File: config.mk
export PLATFORM = sky130hd
export DESIGN_NAME = imem_port_arbiter_flat
export DESIGN_NICKNAME = d
export VERILOG_FILES = /design/src/rtl/imem_port_arbiter_if.sv /design/src/rtl/imem_port_arbiter.sv /design/src/flat_wrapper.sv
export SDC_FILE = /design/constraint.sdc
export NUM_CORES = 1
export LEC_CHECK = 0
export ABC_AREA = 1
export CAP_MARGIN = 20
export CELL_PAD_IN_SITES_DETAIL_PLACEMENT = 1
export CELL_PAD_IN_SITES_GLOBAL_PLACEMENT = 1
export CORE_ASPECT_RATIO = 0.6
export CORE_MARGIN = 3
export CORE_UTILIZATION = 15
export DETAILED_ROUTE_END_ITERATION = 8
export PLACE_DENSITY = 0.76
export SETUP_SLACK_MARGIN = 0.3
export SYNTH_ARGS = -nofsm -noshare
export SYNTH_HDL_FRONTEND = slang
export SYNTH_SLANG_ARGS = --single-unit
File: constraint.sdc
create_clock -name clk -period 2.4 [get_ports clk]
set_clock_uncertainty 0.2 [all_clocks]
set_input_delay 0.36 -clock clk [delete_from_list [all_inputs] [get_ports clk]]
set_output_delay 0.36 -clock clk [all_outputs]
set_load 0.005 [all_outputs]
File: src/rtl/imem_port_arbiter_if.sv
// Bus bundle between the instruction-memory arbiter, the fetch stage, the loader and the RAM.
// The slave modport is the arbiter's view; the master modport is the surrounding environment.
interface imem_port_arbiter_if #(
    parameter int unsigned AW = 7
);
    logic          f_req;
    logic [31:0]   f_adr;
    logic          f_gnt;
    logic          f_rvalid;
    logic [31:0]   f_rdata;

    logic          l_req;
    logic          l_we;
    logic [31:0]   l_adr;
    logic [31:0]   l_wdata;
    logic          l_lock;
    logic          l_gnt;
    logic          l_rvalid;
    logic [31:0]   l_rdata;
    logic          l_err;
    logic [15:0]   l_wcnt;

    logic          m_en;
    logic          m_we;
    logic [AW-1:0] m_adr;
    logic [31:0]   m_wdata;
    logic [31:0]   m_rdata;

    logic          core_stall;

    modport slave (
        input  f_req, f_adr,
        output f_gnt, f_rvalid, f_rdata,
        input  l_req, l_we, l_adr, l_wdata, l_lock,
        output l_gnt, l_rvalid, l_rdata, l_err, l_wcnt,
        output m_en, m_we, m_adr, m_wdata,
        input  m_rdata,
        output core_stall
    );

    modport master (
        output f_req, f_adr,
        input  f_gnt, f_rvalid, f_rdata,
        output l_req, l_we, l_adr, l_wdata, l_lock,
        input  l_gnt, l_rvalid, l_rdata, l_err, l_wcnt,
        input  m_en, m_we, m_adr, m_wdata,
        output m_rdata,
        input  core_stall
    );
endinterface

File: src/rtl/imem_port_arbiter.sv
// Shares a single-port synchronous instruction RAM between the fetch port and the loader,
// with round-robin arbitration and an exclusive loader lock session.
module imem_port_arbiter #(
    parameter int unsigned DEPTH = 128,
    parameter int unsigned AW    = $clog2(DEPTH)
) (
    input  logic               clk,
    input  logic               rst_n,
    imem_port_arbiter_if.slave bus
);
    typedef enum logic { RUN, LOCKED } state_t;
    typedef enum logic { PREF_FETCH, PREF_LOAD } pref_t;

    state_t        state_q, state_d;
    pref_t         pref_q, pref_d;

    logic          f_oor, l_oor;
    logic          f_gnt, l_gnt;
    logic          m_en, m_we;
    logic [AW-1:0] m_adr;

    logic          f_rv_q, l_rv_q, oor_q, lwr_q;
    logic [15:0]   wcnt_q, wcnt_d;
    logic          l_commit;

    logic          unused_adr_bits;
    assign unused_adr_bits = ^{bus.f_adr[1:0], bus.l_adr[1:0]};

    // Range check covers the full word address, not just the AW bits driven to the RAM.
    assign f_oor = (bus.f_adr[31:2] >= 30'(DEPTH));
    assign l_oor = (bus.l_adr[31:2] >= 30'(DEPTH));

    always_ff @(posedge clk) begin
        if (!rst_n) begin
            state_q <= RUN;
            pref_q  <= PREF_FETCH;
        end else begin
            state_q <= state_d;
            pref_q  <= pref_d;
        end
    end

    always_comb begin
        state_d = bus.l_lock ? LOCKED : RUN;
        f_gnt   = 1'b0;
        l_gnt   = 1'b0;
        pref_d  = pref_q;

        if (state_q == LOCKED) begin
            l_gnt = bus.l_req;
        end else if (bus.f_req && bus.l_req) begin
            if (pref_q == PREF_FETCH) begin
                f_gnt = 1'b1;
            end else begin
                l_gnt = 1'b1;
            end
        end else begin
            f_gnt = bus.f_req;
            l_gnt = bus.l_req;
        end

        if (f_gnt) begin
            pref_d = PREF_LOAD;
        end else if (l_gnt) begin
            pref_d = PREF_FETCH;
        end

        // Leaving a lock session always hands the first contended slot back to fetch.
        if (state_q == LOCKED && state_d == RUN) begin
            pref_d = PREF_FETCH;
        end
    end

    always_comb begin
        m_en  = 1'b0;
        m_we  = 1'b0;
        m_adr = '0;
        if (f_gnt) begin
            m_en  = ~f_oor;
            m_adr = bus.f_adr[AW+1:2];
        end else if (l_gnt) begin
            m_en  = ~l_oor;
            m_we  = bus.l_we & ~l_oor;
            m_adr = bus.l_adr[AW+1:2];
        end
    end

    assign l_commit = (state_q == LOCKED) && l_gnt && bus.l_we && !l_oor;

    always_comb begin
        wcnt_d = wcnt_q;
        if (state_q == RUN && state_d == LOCKED) begin
            wcnt_d = '0;
        end else if (l_commit && wcnt_q != 16'hFFFF) begin
            wcnt_d = wcnt_q + 16'd1;
        end
    end

    always_ff @(posedge clk) begin
        if (!rst_n) begin
            f_rv_q <= 1'b0;
            l_rv_q <= 1'b0;
            oor_q  <= 1'b0;
            lwr_q  <= 1'b0;
            wcnt_q <= '0;
        end else begin
            f_rv_q <= f_gnt;
            l_rv_q <= l_gnt;
            oor_q  <= f_gnt ? f_oor : (l_gnt & l_oor);
            lwr_q  <= l_gnt & bus.l_we;
            wcnt_q <= wcnt_d;
        end
    end

    assign bus.f_gnt      = f_gnt;
    assign bus.l_gnt      = l_gnt;
    assign bus.m_en       = m_en;
    assign bus.m_we       = m_we;
    assign bus.m_adr      = m_adr;
    assign bus.m_wdata    = bus.l_wdata;
    assign bus.core_stall = (bus.f_req & ~f_gnt) | (state_q == LOCKED);

    assign bus.f_rvalid   = f_rv_q;
    assign bus.f_rdata    = (f_rv_q && !oor_q) ? bus.m_rdata : '0;
    assign bus.l_rvalid   = l_rv_q;
    assign bus.l_rdata    = (l_rv_q && !oor_q && !lwr_q) ? bus.m_rdata : '0;
    assign bus.l_err      = l_rv_q & oor_q;
    assign bus.l_wcnt     = wcnt_q;
endmodule

File: src/flat_wrapper.sv
// flat-port wrapper written by rule: the top's interface ports become plain ports
module imem_port_arbiter_flat 
#(
    parameter int unsigned DEPTH = 128,
    parameter int unsigned AW    = $clog2(DEPTH)
)
  (clk, rst_n, bus_f_req, bus_f_adr, bus_f_gnt, bus_f_rvalid, bus_f_rdata, bus_l_req, bus_l_we, bus_l_adr, bus_l_wdata, bus_l_lock, bus_l_gnt, bus_l_rvalid, bus_l_rdata, bus_l_err, bus_l_wcnt, bus_m_en, bus_m_we, bus_m_adr, bus_m_wdata, bus_m_rdata, bus_core_stall);
  imem_port_arbiter_if #(.AW(AW)) bus_i ();
  input  logic clk;
  input  logic rst_n;
  input wire logic [$bits(bus_i.f_req)-1:0] bus_f_req;
  input wire logic [$bits(bus_i.f_adr)-1:0] bus_f_adr;
  output wire logic [$bits(bus_i.f_gnt)-1:0] bus_f_gnt;
  output wire logic [$bits(bus_i.f_rvalid)-1:0] bus_f_rvalid;
  output wire logic [$bits(bus_i.f_rdata)-1:0] bus_f_rdata;
  input wire logic [$bits(bus_i.l_req)-1:0] bus_l_req;
  input wire logic [$bits(bus_i.l_we)-1:0] bus_l_we;
  input wire logic [$bits(bus_i.l_adr)-1:0] bus_l_adr;
  input wire logic [$bits(bus_i.l_wdata)-1:0] bus_l_wdata;
  input wire logic [$bits(bus_i.l_lock)-1:0] bus_l_lock;
  output wire logic [$bits(bus_i.l_gnt)-1:0] bus_l_gnt;
  output wire logic [$bits(bus_i.l_rvalid)-1:0] bus_l_rvalid;
  output wire logic [$bits(bus_i.l_rdata)-1:0] bus_l_rdata;
  output wire logic [$bits(bus_i.l_err)-1:0] bus_l_err;
  output wire logic [$bits(bus_i.l_wcnt)-1:0] bus_l_wcnt;
  output wire logic [$bits(bus_i.m_en)-1:0] bus_m_en;
  output wire logic [$bits(bus_i.m_we)-1:0] bus_m_we;
  output wire logic [$bits(bus_i.m_adr)-1:0] bus_m_adr;
  output wire logic [$bits(bus_i.m_wdata)-1:0] bus_m_wdata;
  input wire logic [$bits(bus_i.m_rdata)-1:0] bus_m_rdata;
  output wire logic [$bits(bus_i.core_stall)-1:0] bus_core_stall;
  assign bus_i.f_req = bus_f_req;
  assign bus_i.f_adr = bus_f_adr;
  assign bus_f_gnt = bus_i.f_gnt;
  assign bus_f_rvalid = bus_i.f_rvalid;
  assign bus_f_rdata = bus_i.f_rdata;
  assign bus_i.l_req = bus_l_req;
  assign bus_i.l_we = bus_l_we;
  assign bus_i.l_adr = bus_l_adr;
  assign bus_i.l_wdata = bus_l_wdata;
  assign bus_i.l_lock = bus_l_lock;
  assign bus_l_gnt = bus_i.l_gnt;
  assign bus_l_rvalid = bus_i.l_rvalid;
  assign bus_l_rdata = bus_i.l_rdata;
  assign bus_l_err = bus_i.l_err;
  assign bus_l_wcnt = bus_i.l_wcnt;
  assign bus_m_en = bus_i.m_en;
  assign bus_m_we = bus_i.m_we;
  assign bus_m_adr = bus_i.m_adr;
  assign bus_m_wdata = bus_i.m_wdata;
  assign bus_i.m_rdata = bus_m_rdata;
  assign bus_core_stall = bus_i.core_stall;
  imem_port_arbiter #(.DEPTH(DEPTH), .AW(AW)) u_core (.clk(clk), .rst_n(rst_n), .bus(bus_i));
endmodule
# Yosys cells after proc, flatten, opt, wreduce, memory -nomap -nowiden
# Cells that the tools add are included.
# classes
add_sub_neg	1
magnitude_cmp	2
n_eq_ne	1
muxes	18
bitwise_logic	12
n_reduce_logical	16
# ops
operator	count
$mux 32	2
$ge 30x8->1 const B	2
$add 16x1->16 const B	1
$ne 16x16->1 const B	1
$mux 1	14
$mux 7	2
$logic_and 1x1->1	10
$not 1->1	6
$and 1x1->1	5
$reduce_or 2->1	2
$logic_not 1->1	3
$reduce_bool 2->1	1
$or 1x1->1	1
# totals
register_bits	22
inputBits	134
wordCells	57

# Longest topological paths before layout
# depth
word_depth	7
mapped_depth	9
mapped_depth_nobuf	9

# Worst setup path before layout
# Ideal clock, no wire load.
# synth_timing
path_kind	reg-to-reg
start	reg u_core.wcnt_q[0] (netlist: u_core.bus.l_wcnt[0])
end	reg u_core.wcnt_q[11] (netlist: u_core.bus.l_wcnt[11])
arrival_ps	1420
path_slack_ps	636
stages_incl_launch_ff	8
n_path_buf	1
synth_period_minus_slack_ps	1764
cell_sequence	dfxtp_1 > ha_1 > nand2_1 > nor2_4 > nand4_4 > clkbuf_1 > nand3_1 > a21oi_2
# synth_between
elab_chain_len	2
word_cells_on_any_way	3
# synth_lines
item	line_no	rtl
from (decl)	imem_port_arbiter.sv:23	logic [15:0] wcnt_q, wcnt_d;
from (signal assigned)	imem_port_arbiter.sv:111	wcnt_q <= wcnt_d;
parallel branches: the longest is 2 deep, another holds $add 16x1->16	-	
# Several ways; the timed one is not identified.
# A chain may end at the register's enable or synchronous reset.

# Final worst setup path
# layout_timing
start	reg u_core.oor_q
end	out bus_l_rdata[0]
# layout_between
elab_chain_len	4
# layout_lines
item	line_no	rtl
from (decl)	imem_port_arbiter.sv:22	logic f_rv_q, l_rv_q, oor_q, lwr_q;
from (signal assigned)	imem_port_arbiter.sv:109	oor_q <= f_gnt ? f_oor : (l_gnt & l_oor);
$logic_not 1->1	imem_port_arbiter.sv:126	assign bus.l_rdata = (l_rv_q && !oor_q && !lwr_q) ? bus.m_rdata : '0;
$logic_and 1x1->1 (2 in series)	imem_port_arbiter.sv:126	
$mux 32	imem_port_arbiter.sv:126	
to (decl)	flat_wrapper.sv:23	output wire logic [$bits(bus_i.l_rdata)-1:0] bus_l_rdata;
# No other way between the ends.

==> results.txt <==
* Result of the run: completed
* I/O pin cnt: 261
- STA classifies the critical path endpoint as a primary output.
- Antenna violations before repair: 0
* Finished Core Util: 32.3%
- Drt first-iter violations: 113
- Worst rel slew slack: 78.3%
- Unrepaired setup endpoints after global routing: yes
- Synth Area per Inst: 5.72 um2
* Worst Tran Pin Value: 0.324 ns
- Data on the critical path is required at its endpoint by 1.84 ns.
- In this run the critical register-to-register path is launched from u_core.bus.l_wcnt[1].
- After the flow finishes, the layout carries non-filler instances totaling 760.
* Post-synthesis cell type count: 25
- The first detailed-routing pass took 4 iterations.
- Grt met2 use: 24.8%
- Peak supply drop: 0.000334 V
* Total of buffers placed on input and output ports: 192
* Final critical-path setup slack: 0.252 ns
* Type of element launching the critical path: flip-flop
- The worst path uses 89.5% of the clock period.
- The most used flip-flop cell after synthesis is sky130_fd_sc_hd__dfxtp_1.
- The routed design has 11.2 mm of wire.
- Global routing finished with a remaining overflow of 0.
- Max H-tree Level: 1
* Sinks on Clock Net: 22
- Compared with the post-synthesis result, the final layout area differs by 106%.
- Setup slack after placement: -0.271 ns
- Per-cell via count in the routed design: 4.02
* Hold Buf Count CTS: 0
- Final number of hold-violating endpoints: 0
- Row generation in the floorplan step produced 33 rows.
* Endpoint of the most critical register-to-register path: u_core.bus.l_wcnt[0]
* Routing usage on met3: 4.29%
- The most critical setup path has its endpoint at bus_l_rdata[0].
- Counting every instance in the synthesized netlist gives 383.
- Entering global routing, the biggest net connects 33 pins.
* Inserted Clock Buffers: 3
- For this run, global-route usage on met1 was measured as 14.9%.
- Ratio of cells with drive above 1 in the final layout: 13.2%
* Routed vias: 3057
- Diodes inserted: 0
- Min Tclk post-route: 2.15 ns
- In the synthesized netlist, the cells that appear most often are sky130_fd_sc_hd__nor2_1, sky130_fd_sc_hd__nand2_1, sky130_fd_sc_hd__inv_1, sky130_fd_sc_hd__buf_4, sky130_fd_sc_hd__nand3_1.
* Most area-hungry cell type in the Yosys netlist: sky130_fd_sc_hd__dfxtp_1
- Summed over its instances, the top area cell type makes up 20.1% of the synthesized netlist area.
* Final Max Tran Viols: 0
- The congestion estimate from routability-driven global placement came to 0.825.
- The die is 99.6 um tall.
- Leading cell type by number of instances after synthesis: sky130_fd_sc_hd__nor2_1
- The count of nets left with antenna violations once routing finished came out at 0.
* Overall die area: 16100 um2
* Beginning of the critical path: u_core.oor_q
- Reg-to-reg slack, setup: 0.55 ns
- TritonCTS built the clock tree.
- The first global-routing pass estimated 17.3 mm of wire.
* Category of the critical setup timing path: flip-flop to primary output
- Total half-perimeter wirelength after legalization and detailed placement: 9.46 mm
* Flops & latches, synth: 22
* Static Leak: 2.24 nW
* Reported max-cap violation count: 0
- Power density of the placed cells: 282 nW/um2
* Placed cells: 740
- Counting flops with an async set or reset pin after synthesis yields a share of 0%.
- GRT Resource Usage Total: 13.1%
- Highest achievable clock rate: 465 MHz
- Number of flops mapped to enable cells by yosys: 0
- Data on the critical path arrives at its endpoint at 1.59 ns.
* Sequential cell area fraction in the yosys report: 20.1%
- After global routing, the most crowded layer is met2.
- Vias in the first global route: 3283
* Post-layout net count: 704
- The path class of the tightest hold or removal check is flip-flop to flip-flop.
- Of all nets on the critical path, the largest fanout is 32.
- Effective utilization at floorplan: 15.7%
* Post-Syn Nets: 518
- Top cells by area, synth: sky130_fd_sc_hd__dfxtp_1, sky130_fd_sc_hd__nor2_1, sky130_fd_sc_hd__nand2_1
- The clock passes through at most 2 buffers.
- Residual DRC: 0
- Adding up every negative setup slack in the final design gives 0 ns.
- Yosys synthesis warning count: 0
- Setup violations remaining at the end of the flow were counted as 0.
* Die Wd: 162 um
* Post-synthesis instance area: 2190 um2
- The region available for standard cell placement spans 14000 um2.
- After clock tree synthesis, the clock-pin slew on the worst setup and hold paths is 0.07 ns.
- Clock latency reported for the late side of the worst-skew pair: 0.26 ns
- Logic depth of the worst register-to-register path: 7
* Root buffer selected by CTS: sky130_fd_sc_hd__clkbuf_16
* Post-detailed-route wirelength per cell: 14.8 um
[routing by layer]
layer | routed length [um] | share of wire (%)
met2 | 5670 | 50
met1 | 4590 | 41
met5 | 0 | 0
met4 | 11 | 0.098
met3 | 977 | 8.7
[timing repair]
action	CTS	global route
pin swaps	20	28
setup endpoints to repair	76	80
cloned	0	0
setup buffers	12	4
gates resized for setup	77	37
hold endpoints to repair	0	0
[worst min-delay path by stage]
stage                                end  slack, ns                 start  cells after the start
floorplan                 u_core.state_q       0.25                 rst_n                      2
global placement           u_core.pref_q       0.30         u_core.pref_q                      2
detailed placement         u_core.pref_q       0.31         u_core.pref_q                      2
CTS                        u_core.pref_q       0.33         u_core.pref_q                      2
global route        u_core.bus.l_wcnt[3]       0.37  u_core.bus.l_wcnt[3]                      2
finish              u_core.bus.l_wcnt[3]       0.32  u_core.bus.l_wcnt[3]                      2
[final cells by class]
class,count,area (um2)
fillers,1781,9440
repair buffers,223,2200
multi-input cells,263,1310
flip-flops and latches,22,443
well taps,192,240
inverters,56,213
clock buffers,3,75.1
clock inverters,1,30.0
[cell usage in the layout (no fill, tap or decap), types with 2 or more instances in the layout]
cell	n
sky130_fd_sc_hd__nand3b_1	3
sky130_fd_sc_hd__buf_4	25
sky130_fd_sc_hd__clkdlybuf4s50_1	128
sky130_fd_sc_hd__inv_2	2
sky130_fd_sc_hd__nand2_2	2
sky130_fd_sc_hd__buf_2	5
sky130_fd_sc_hd__a21oi_2	10
sky130_fd_sc_hd__xor2_1	5
sky130_fd_sc_hd__nor2_4	4
sky130_fd_sc_hd__nor3_1	3
sky130_fd_sc_hd__nor2_1	101
sky130_fd_sc_hd__inv_1	53
sky130_fd_sc_hd__dlymetal6s2s_1	25
sky130_fd_sc_hd__dfxtp_2	2
sky130_fd_sc_hd__nand3_1	26
sky130_fd_sc_hd__buf_6	3
sky130_fd_sc_hd__o21ai_0	2
sky130_fd_sc_hd__a21oi_1	7
sky130_fd_sc_hd__xnor2_1	2
sky130_fd_sc_hd__clkbuf_16	3
sky130_fd_sc_hd__dlygate4sd2_1	29
sky130_fd_sc_hd__nor2_2	9
sky130_fd_sc_hd__dfxtp_1	20
sky130_fd_sc_hd__a22o_1	7
sky130_fd_sc_hd__nand2_1	68
sky130_fd_sc_hd__buf_12	3
sky130_fd_sc_hd__clkdlybuf4s15_1	5
sky130_fd_sc_hd__nand4_1	7
[cells by family after synthesis]
kind of cell / after synthesis / share of synthesized area (%)
XOR/XNOR: 7 / 2.80
adder cells (fa/ha/maj): 1 / 0.571
AND/OR/NAND/NOR: 228 / 44.6
buffers and inverters: 98 / 22.8
AO/OA/AOI/OAI: 27 / 9.14
flip-flops: 22 / 20.1
[report_power, final]
| group | leakage, nW | internal, mW | switching [mW] |
|---|---|---|---|
| Sequential | 0.179 | 0.372 | 0.00407 |
| Clock | 0.0511 | 0.332 | 0.147 |
| Combinational | 2.01 | 0.261 | 0.157 |
[registers in the layout, indices dropped and copies added, names as in the netlist]
register	cells
u_core.pref_q	1
u_core.state_q	1
u_core.bus.l_wcnt	16
u_core.lwr_q	1
u_core.bus.l_rvalid	1
u_core.oor_q	1
u_core.bus.f_rvalid	1
[metrics by stage]
step / total power [mW] / hold WS [ns] / instance area, um2
3_3_place_gp: 0.784 / 0.298 / 4190
2_1_floorplan: 0.528 / 0.253 / 2190
5_1_grt: 1.34 / 0.372 / 4510
6_report: 1.27 / 0.324 / 4510
3_5_place_dp: 0.797 / 0.315 / 4190
4_1_cts: 1.29 / 0.330 / 4380
[critical path, stage by stage, from the launching register on]
cell	delay, ns
sky130_fd_sc_hd__dfxtp_1	0.31
sky130_fd_sc_hd__inv_1	0.07
sky130_fd_sc_hd__nand3b_1	0.12
sky130_fd_sc_hd__buf_12	0.19
sky130_fd_sc_hd__nor2_1	0.12
sky130_fd_sc_hd__clkdlybuf4s50_1	0.51
(Power assumes the default switching activity.)
